<file path="src/rtl/player_anim_pkg.sv">
// Shared types and frame-index constants for the player sprite animation sequencer.
package player_anim_pkg;

  typedef enum logic [2:0] {
    IDLE = 3'd0,
    RUN  = 3'd1,
    JUMP = 3'd2,
    FALL = 3'd3,
    DEAD = 3'd4
  } anim_state_t;

  localparam int unsigned IDX_W = 4;
  localparam int unsigned CNT_W = 4;

  localparam logic [IDX_W-1:0] IDX_IDLE  = 4'd0;
  localparam logic [IDX_W-1:0] IDX_RUN0  = 4'd1;
  localparam logic [IDX_W-1:0] IDX_JUMP  = 4'd7;
  localparam logic [IDX_W-1:0] IDX_FALL  = 4'd8;
  localparam logic [IDX_W-1:0] IDX_DEAD0 = 4'd9;

endpackage

</file>
<file path="src/rtl/player_anim_ctrl_frame_counter.sv">
// Tick-enabled sub-tick/frame counter; frames either wrap or saturate at the last one.
module anim_frame_counter #(
  parameter int unsigned TICKS  = 4,
  parameter int unsigned FRAMES = 6,
  parameter int unsigned W      = 4
) (
  input  logic         clk_i,
  input  logic         rst_i,
  input  logic         tick_i,
  input  logic         clr_i,
  input  logic         adv_i,
  input  logic         sat_i,
  output logic [W-1:0] frame_o,
  output logic [W-1:0] frame_nxt_o
);

  localparam int unsigned SUB_W = (TICKS > 1) ? $clog2(TICKS) : 1;

  logic [SUB_W-1:0] sub_q, sub_d;
  logic [W-1:0]     frame_q, frame_d;

  always_comb begin
    sub_d   = sub_q;
    frame_d = frame_q;
    if (clr_i) begin
      sub_d   = '0;
      frame_d = '0;
    end else if (adv_i) begin
      if (sub_q == SUB_W'(TICKS - 1)) begin
        sub_d = '0;
        if (frame_q == W'(FRAMES - 1)) begin
          frame_d = sat_i ? frame_q : '0;
        end else begin
          frame_d = frame_q + 1'b1;
        end
      end else begin
        sub_d = sub_q + 1'b1;
      end
    end
  end

  always_ff @(posedge clk_i) begin
    if (rst_i) begin
      sub_q   <= '0;
      frame_q <= '0;
    end else if (tick_i) begin
      sub_q   <= sub_d;
      frame_q <= frame_d;
    end
  end

  assign frame_o     = frame_q;
  assign frame_nxt_o = frame_d;

endmodule

</file>
<file path="src/rtl/player_anim_ctrl.sv">
// Player sprite animation sequencer: motion state, facing and the registered sprite-sheet offset.
module player_anim_ctrl
  import player_anim_pkg::*;
#(
  parameter int unsigned FRAME_SIZE      = 1080,
  parameter int unsigned RIGHT_BASE      = 0,
  parameter int unsigned LEFT_BASE       = 20736,
  parameter int unsigned TICKS_PER_FRAME = 4,
  parameter int unsigned RUN_FRAMES      = 6,
  parameter int unsigned JUMP_TICKS      = 16,
  parameter int unsigned DEATH_FRAMES    = 3
) (
  input  logic        frame_Clk,
  input  logic        Reset,
  input  logic        frameTick,
  input  logic        moveLeft,
  input  logic        moveRight,
  input  logic        jumpReq,
  input  logic        onGround,
  input  logic        hit,
  input  logic        respawn,
  output logic [31:0] animationOffset,
  output logic        playerDirection,
  output logic [2:0]  animState,
  output logic        deadDone
);

  localparam int unsigned JW = $clog2(JUMP_TICKS + 1);

  anim_state_t       state_q, state_d;
  logic              dir_q, dir_d;
  logic [JW-1:0]     jcnt_q, jcnt_d;
  logic [31:0]       offset_q, offset_d;
  logic              dead_done_q, dead_done_d;

  logic              move;
  logic              run_clr, run_adv, dth_clr, dth_adv;
  logic [CNT_W-1:0]  run_frame, run_frame_nxt;
  logic [CNT_W-1:0]  dth_frame, dth_frame_nxt;
  logic [IDX_W-1:0]  idx;

  function automatic logic [31:0] anim_offset(input logic dir, input logic [IDX_W-1:0] fidx);
    logic [31:0] base;
    base = dir ? 32'(LEFT_BASE) : 32'(RIGHT_BASE);
    return base + 32'(fidx) * 32'(FRAME_SIZE);
  endfunction

  assign move = moveLeft ^ moveRight;

  always_comb begin
    state_d = state_q;
    dir_d   = dir_q;
    jcnt_d  = jcnt_q;
    dth_clr = 1'b0;
    dth_adv = 1'b0;

    if (hit && state_q != DEAD) begin
      state_d = DEAD;
      dth_clr = 1'b1;
    end else begin
      unique case (state_q)
        IDLE, RUN: begin
          if (jumpReq && onGround) begin
            state_d = JUMP;
            jcnt_d  = '0;
          end else if (!onGround) begin
            state_d = FALL;
          end else begin
            state_d = move ? RUN : IDLE;
          end
        end
        JUMP: begin
          if (jcnt_q == JW'(JUMP_TICKS - 1)) state_d = FALL;
          else                                jcnt_d  = jcnt_q + 1'b1;
        end
        FALL: begin
          if (onGround) state_d = move ? RUN : IDLE;
        end
        DEAD: begin
          dth_adv = 1'b1;
          if (dead_done_q && respawn) state_d = IDLE;
        end
        default: state_d = IDLE;
      endcase
    end

    // Facing is frozen while dead and forced back to right on respawn.
    if (state_q != DEAD) begin
      if (moveLeft && !moveRight)      dir_d = 1'b1;
      else if (moveRight && !moveLeft) dir_d = 1'b0;
    end else if (state_d == IDLE) begin
      dir_d = 1'b0;
    end

    run_clr = (state_d == RUN) && (state_q != RUN);
    run_adv = (state_d == RUN) && (state_q == RUN);

    unique case (state_d)
      RUN:     idx = IDX_RUN0 + run_frame_nxt;
      JUMP:    idx = IDX_JUMP;
      FALL:    idx = IDX_FALL;
      DEAD:    idx = IDX_DEAD0 + dth_frame_nxt;
      default: idx = IDX_IDLE;
    endcase

    dead_done_d = (state_d == DEAD) && (dth_frame_nxt == CNT_W'(DEATH_FRAMES - 1));
    offset_d    = anim_offset(dir_d, idx);
  end

  anim_frame_counter #(
    .TICKS  (TICKS_PER_FRAME),
    .FRAMES (RUN_FRAMES),
    .W      (CNT_W)
  ) u_run_cnt (
    .clk_i       (frame_Clk),
    .rst_i       (Reset),
    .tick_i      (frameTick),
    .clr_i       (run_clr),
    .adv_i       (run_adv),
    .sat_i       (1'b0),
    .frame_o     (run_frame),
    .frame_nxt_o (run_frame_nxt)
  );

  anim_frame_counter #(
    .TICKS  (TICKS_PER_FRAME),
    .FRAMES (DEATH_FRAMES),
    .W      (CNT_W)
  ) u_dth_cnt (
    .clk_i       (frame_Clk),
    .rst_i       (Reset),
    .tick_i      (frameTick),
    .clr_i       (dth_clr),
    .adv_i       (dth_adv),
    .sat_i       (1'b1),
    .frame_o     (dth_frame),
    .frame_nxt_o (dth_frame_nxt)
  );

  always_ff @(posedge frame_Clk) begin
    if (Reset) begin
      state_q     <= IDLE;
      dir_q       <= 1'b0;
      jcnt_q      <= '0;
      offset_q    <= '0;
      dead_done_q <= 1'b0;
    end else if (frameTick) begin
      state_q     <= state_d;
      dir_q       <= dir_d;
      jcnt_q      <= jcnt_d;
      offset_q    <= offset_d;
      dead_done_q <= dead_done_d;
    end
  end

  assign animationOffset = offset_q;
  assign playerDirection = dir_q;
  assign animState       = state_q;
  assign deadDone        = dead_done_q;

  // Registered frame counters are observed only through the next-value path.
  logic unused_ok;
  assign unused_ok = ^{run_frame, dth_frame};

endmodule

</file>
<file path="config.mk">
export PLATFORM = sky130hd
export DESIGN_NAME = player_anim_ctrl
export DESIGN_NICKNAME = d
export VERILOG_FILES = /design/src/rtl/player_anim_pkg.sv /design/src/rtl/player_anim_ctrl_frame_counter.sv /design/src/rtl/player_anim_ctrl.sv
export SDC_FILE = /design/constraint.sdc
export NUM_CORES = 1
export LEC_CHECK = 0
export ABC_AREA = 1
export CORE_UTILIZATION = 50
export DETAILED_ROUTE_END_ITERATION = 12
export PLACE_DENSITY = 0.87
export SETUP_SLACK_MARGIN = 0.2
export SLEW_MARGIN = 20
export SYNTH_ARGS = -nofsm -noshare
export SYNTH_HDL_FRONTEND = slang
export SYNTH_HIERARCHICAL = 1
export SYNTH_SLANG_ARGS = --single-unit
</file>
<file path="constraint.sdc">
create_clock -name frame_Clk -period 11 [get_ports frame_Clk]
set_clock_uncertainty 0.1 [all_clocks]
set_input_delay 2.2 -clock frame_Clk [delete_from_list [all_inputs] [get_ports frame_Clk]]
set_output_delay 2.2 -clock frame_Clk [all_outputs]
set_load 0.01 [all_outputs]
</file>
==> results_dict.tcl <==
set metrics [dict create \
    r2r_slack_ns 4.42 \
    worst-slew-pin-transition_ns 0.644 \
    cts_tree "built" \
    via_per_inst 5.07 \
    timing.rr.end "animationOffset[14]" \
    die_y_um 77.4 \
    clk_pin_slew_worst_paths_ns 0.08 \
    fin_crit_ns 8.37 \
    grt_setup_unrepaired "no" \
    start_util_pct 51.6 \
    slew_headroom_pct 56.9 \
    grt_max_degree 42 \
    holdCritPathClass "register to register" \
    min_to "u_dth_cnt/sub_q[1]" \
    worstSkewPairLatency_ns 0.30 \
    yosys_warnings 6 \
    wl_met3_um 280 \
    drtIter0Drc 236 \
    hold_violations 0 \
    yosysUniqueCellTypes 40 \
    drive_gt1_share_pct 9.71 \
    root_buffer "clkbuf_8" \
    place_ws_ns 2.37 \
    netlist.top_cell.by_area "dfxtp_1" \
    io_buffer_count 26 \
    slowest_stage "clkdlybuf4s50_1" \
    fin_crit_sh_pct 76.1 \
    finalPower_w 0.000399 \
    vdd_drop_max_v 0.000107 \
    endpoint_kind "register" \
    seq_area_frac_synth_pct 24.6 \
    grt_overflow 0 \
    clock-sinks 35 \
    top_layer_used "met4" \
    ios 46 \
    slowest_delay_ns 0.49 \
    cp_common_cell "nand2_1" \
    hpwl_um 4480 \
    num_rows 27 \
    antenna_cells 0 \
    synth_seq_cells 35 \
    worst_ep_required_time_ns 11.10 \
    dieArea_um2 5990 \
    drc_errors 0 \
    max_cap_violations 0 \
    powerDensity_nw_per_um2 124 \
    grt_pass1_wl_um 10500 \
    wl_met2_um 2790 \
    fp.dieW_um 77.4 \
    startpoint "moveLeft" \
    max_freq_mhz 120 \
    setup_violations 0 \
    cts_max_path_buffers 2 \
    syn_inst 415 \
    area_growth_pct 13.0 \
    async_flop_share_pct 0 \
    antenna_found_initial 0 \
    grt.total_usage_pct 21.3 \
    wl_met1_um 2570 \
    vias 2612 \
    critPathKind "input pin to register" \
    hold_buffers 0 \
    core_um2 5510 \
    path_max_fanout 6 \
    ys.flop_type "dfxtp_1" \
    status "completed" \
    start_kind "input pin" \
    report.final.slew_viol_count 0 \
    wl_per_cell_um 11.1 \
    synth_area_um2 2840 \
    h-tree-depth 2 \
    cellLeakagePower_nw 1.61 \
    synth_area_leaders "dfxtp_1 (25%), ha_1 (12%), nand2_1 (8.8%)" \
    synth-edff-count 0 \
    globalplace.congestion 0.860 \
    worst_slack_ns 2.63 \
    drtAntennaViolNets 0 \
    nets 482 \
    min_from "u_dth_cnt/sub_q[1]" \
    whs_path_depth 2 \
    utilization_pct 58.4 \
    cts_buffers 5 \
    grt_pass1_vias 2536 \
    r2r_cells 40 \
    fin_setup_tns_ns 0 \
    drt_pass1_iterations 4 \
    totalWireLength_um 5740 \
    r2r-start "jcnt_q[0]" \
    postCtsSetupRepairBufs 0 \
    avgSynthCellArea_um2 6.85 \
    cts.repair.resized 0 \
    yosysTopAreaCellShare_pct 24.6 \
    cp.arrival_ns 8.47 \
]
## kinds of logic after synthesis
| group | synth area share (%) |
|---|---|
| AOI/OAI and AO/OA | 12.5 |
| DFF | 24.6 |
| xor gates and xnor gates | 3.65 |
| and+or+nand+nor | 28.7 |
| muxes | 0.352 |
| buffers and inverters | 15.5 |
| other | 0.264 |
| adders and majority gates | 14.4 |
## cell usage in the layout (no fill, tap or decap), types with 2 or more instances in the layout
cell and n:
nand2_1 67, inv_1 63, nor2_1 42, dfxtp_1 35, nand3_1 30, ha_1 28
o21ai_0 26, clkdlybuf4s50_1 26, a21oi_1 21, conb_1 21, inv_2 8, nand2_2 8
nand4_1 6, xor2_1 6, o21ai_1 6, nor3_1 5, clkbuf_8 5, nand3b_1 4
xnor2_1 4, nor2_2 3, nand3_2 3, a21oi_2 3, fa_1 3, nand2_4 2
## per-layer routing
| metal | vias to the layer above | global-route usage [%] |
|---|---|---|
| met1 | 1182 | 25.1 |
| met2 | 79 | 39.0 |
| met3 | 10 | 3.18 |
| li1 | 1341 | - |
| met4 | 0 | 7.17 |
| met5 | - | 0 |
## synthesized netlist by cell type (4+ instances only)
cell / number
nand2_1: 67
inv_1: 63
nor2_1: 42
dfxtp_1: 35
nand3_1: 30
ha_1: 28
o21ai_0: 26
a21oi_1: 21
buf_4: 19
inv_2: 8
nand2_2: 8
nand4_1: 6
o21ai_1: 6
xor2_1: 6
nor3_1: 5
clkbuf_1: 4
nand3b_1: 4
xnor2_1: 4
## flip-flops by register name, indices dropped and copies added, names as in the netlist
register           flops
playerDirection        1
u_run_cnt/frame_o      4
jcnt_q                 5
deadDone               1
animState              3
u_dth_cnt/sub_q        2
u_dth_cnt/frame_o      4
u_run_cnt/sub_q        2
animationOffset       13
## power breakdown
part,switching (W),internal (W),total (W)
logic,0.0000775,0.0000553,0.000133
registers,0.00000812,0.000137,0.000145
clock network,0.0000526,0.0000687,0.000121
total,0.000138,0.000261,0.000399
## how the worst max path moves through the flow
stage                                endpoint  slack, ns  cells past startpoint
after global routing      animationOffset[14]       1.98                     42
after floorplan           animationOffset[14]       3.59                     41
after CTS                 animationOffset[14]       2.69                     42
after detailed placement  animationOffset[14]       2.37                     42
final                     animationOffset[14]       2.63                     42
after global placement    animationOffset[14]       2.72                     42
## worst max-delay path: cells and delay by family
family	cells	cell delay [ns]
buf+inv	10	1.20
fa+ha+maj	6	1.96
compound gates	3	0.79
simple gates	22	2.16
xor+xnor	1	0.14
## cell type report
class | instances | area [um^2]
Clock buffer | 5 | 68.8
Clock inverter | 3 | 47.5
Fill cell | 504 | 2290
Inverter | 71 | 267
Multi-Input combinational cell | 302 | 1770
Sequential cell | 35 | 701
Tap cell | 72 | 90.1
Timing Repair Buffer | 27 | 268
## through the flow
| step | cells | cell area (um^2) | hold WS [ns] |
|---|---|---|---|
| final | 515 | 3210 | 0.379 |
| after global routing | 515 | 3210 | 0.399 |
| after CTS | 515 | 3210 | 0.380 |
| after detailed placement | 507 | 3100 | 0.369 |
| after global placement | 507 | 3100 | 0.355 |
| after floorplan | 434 | 2910 | 0.338 |
Note: power is estimated with default switching activity, not from simulation.
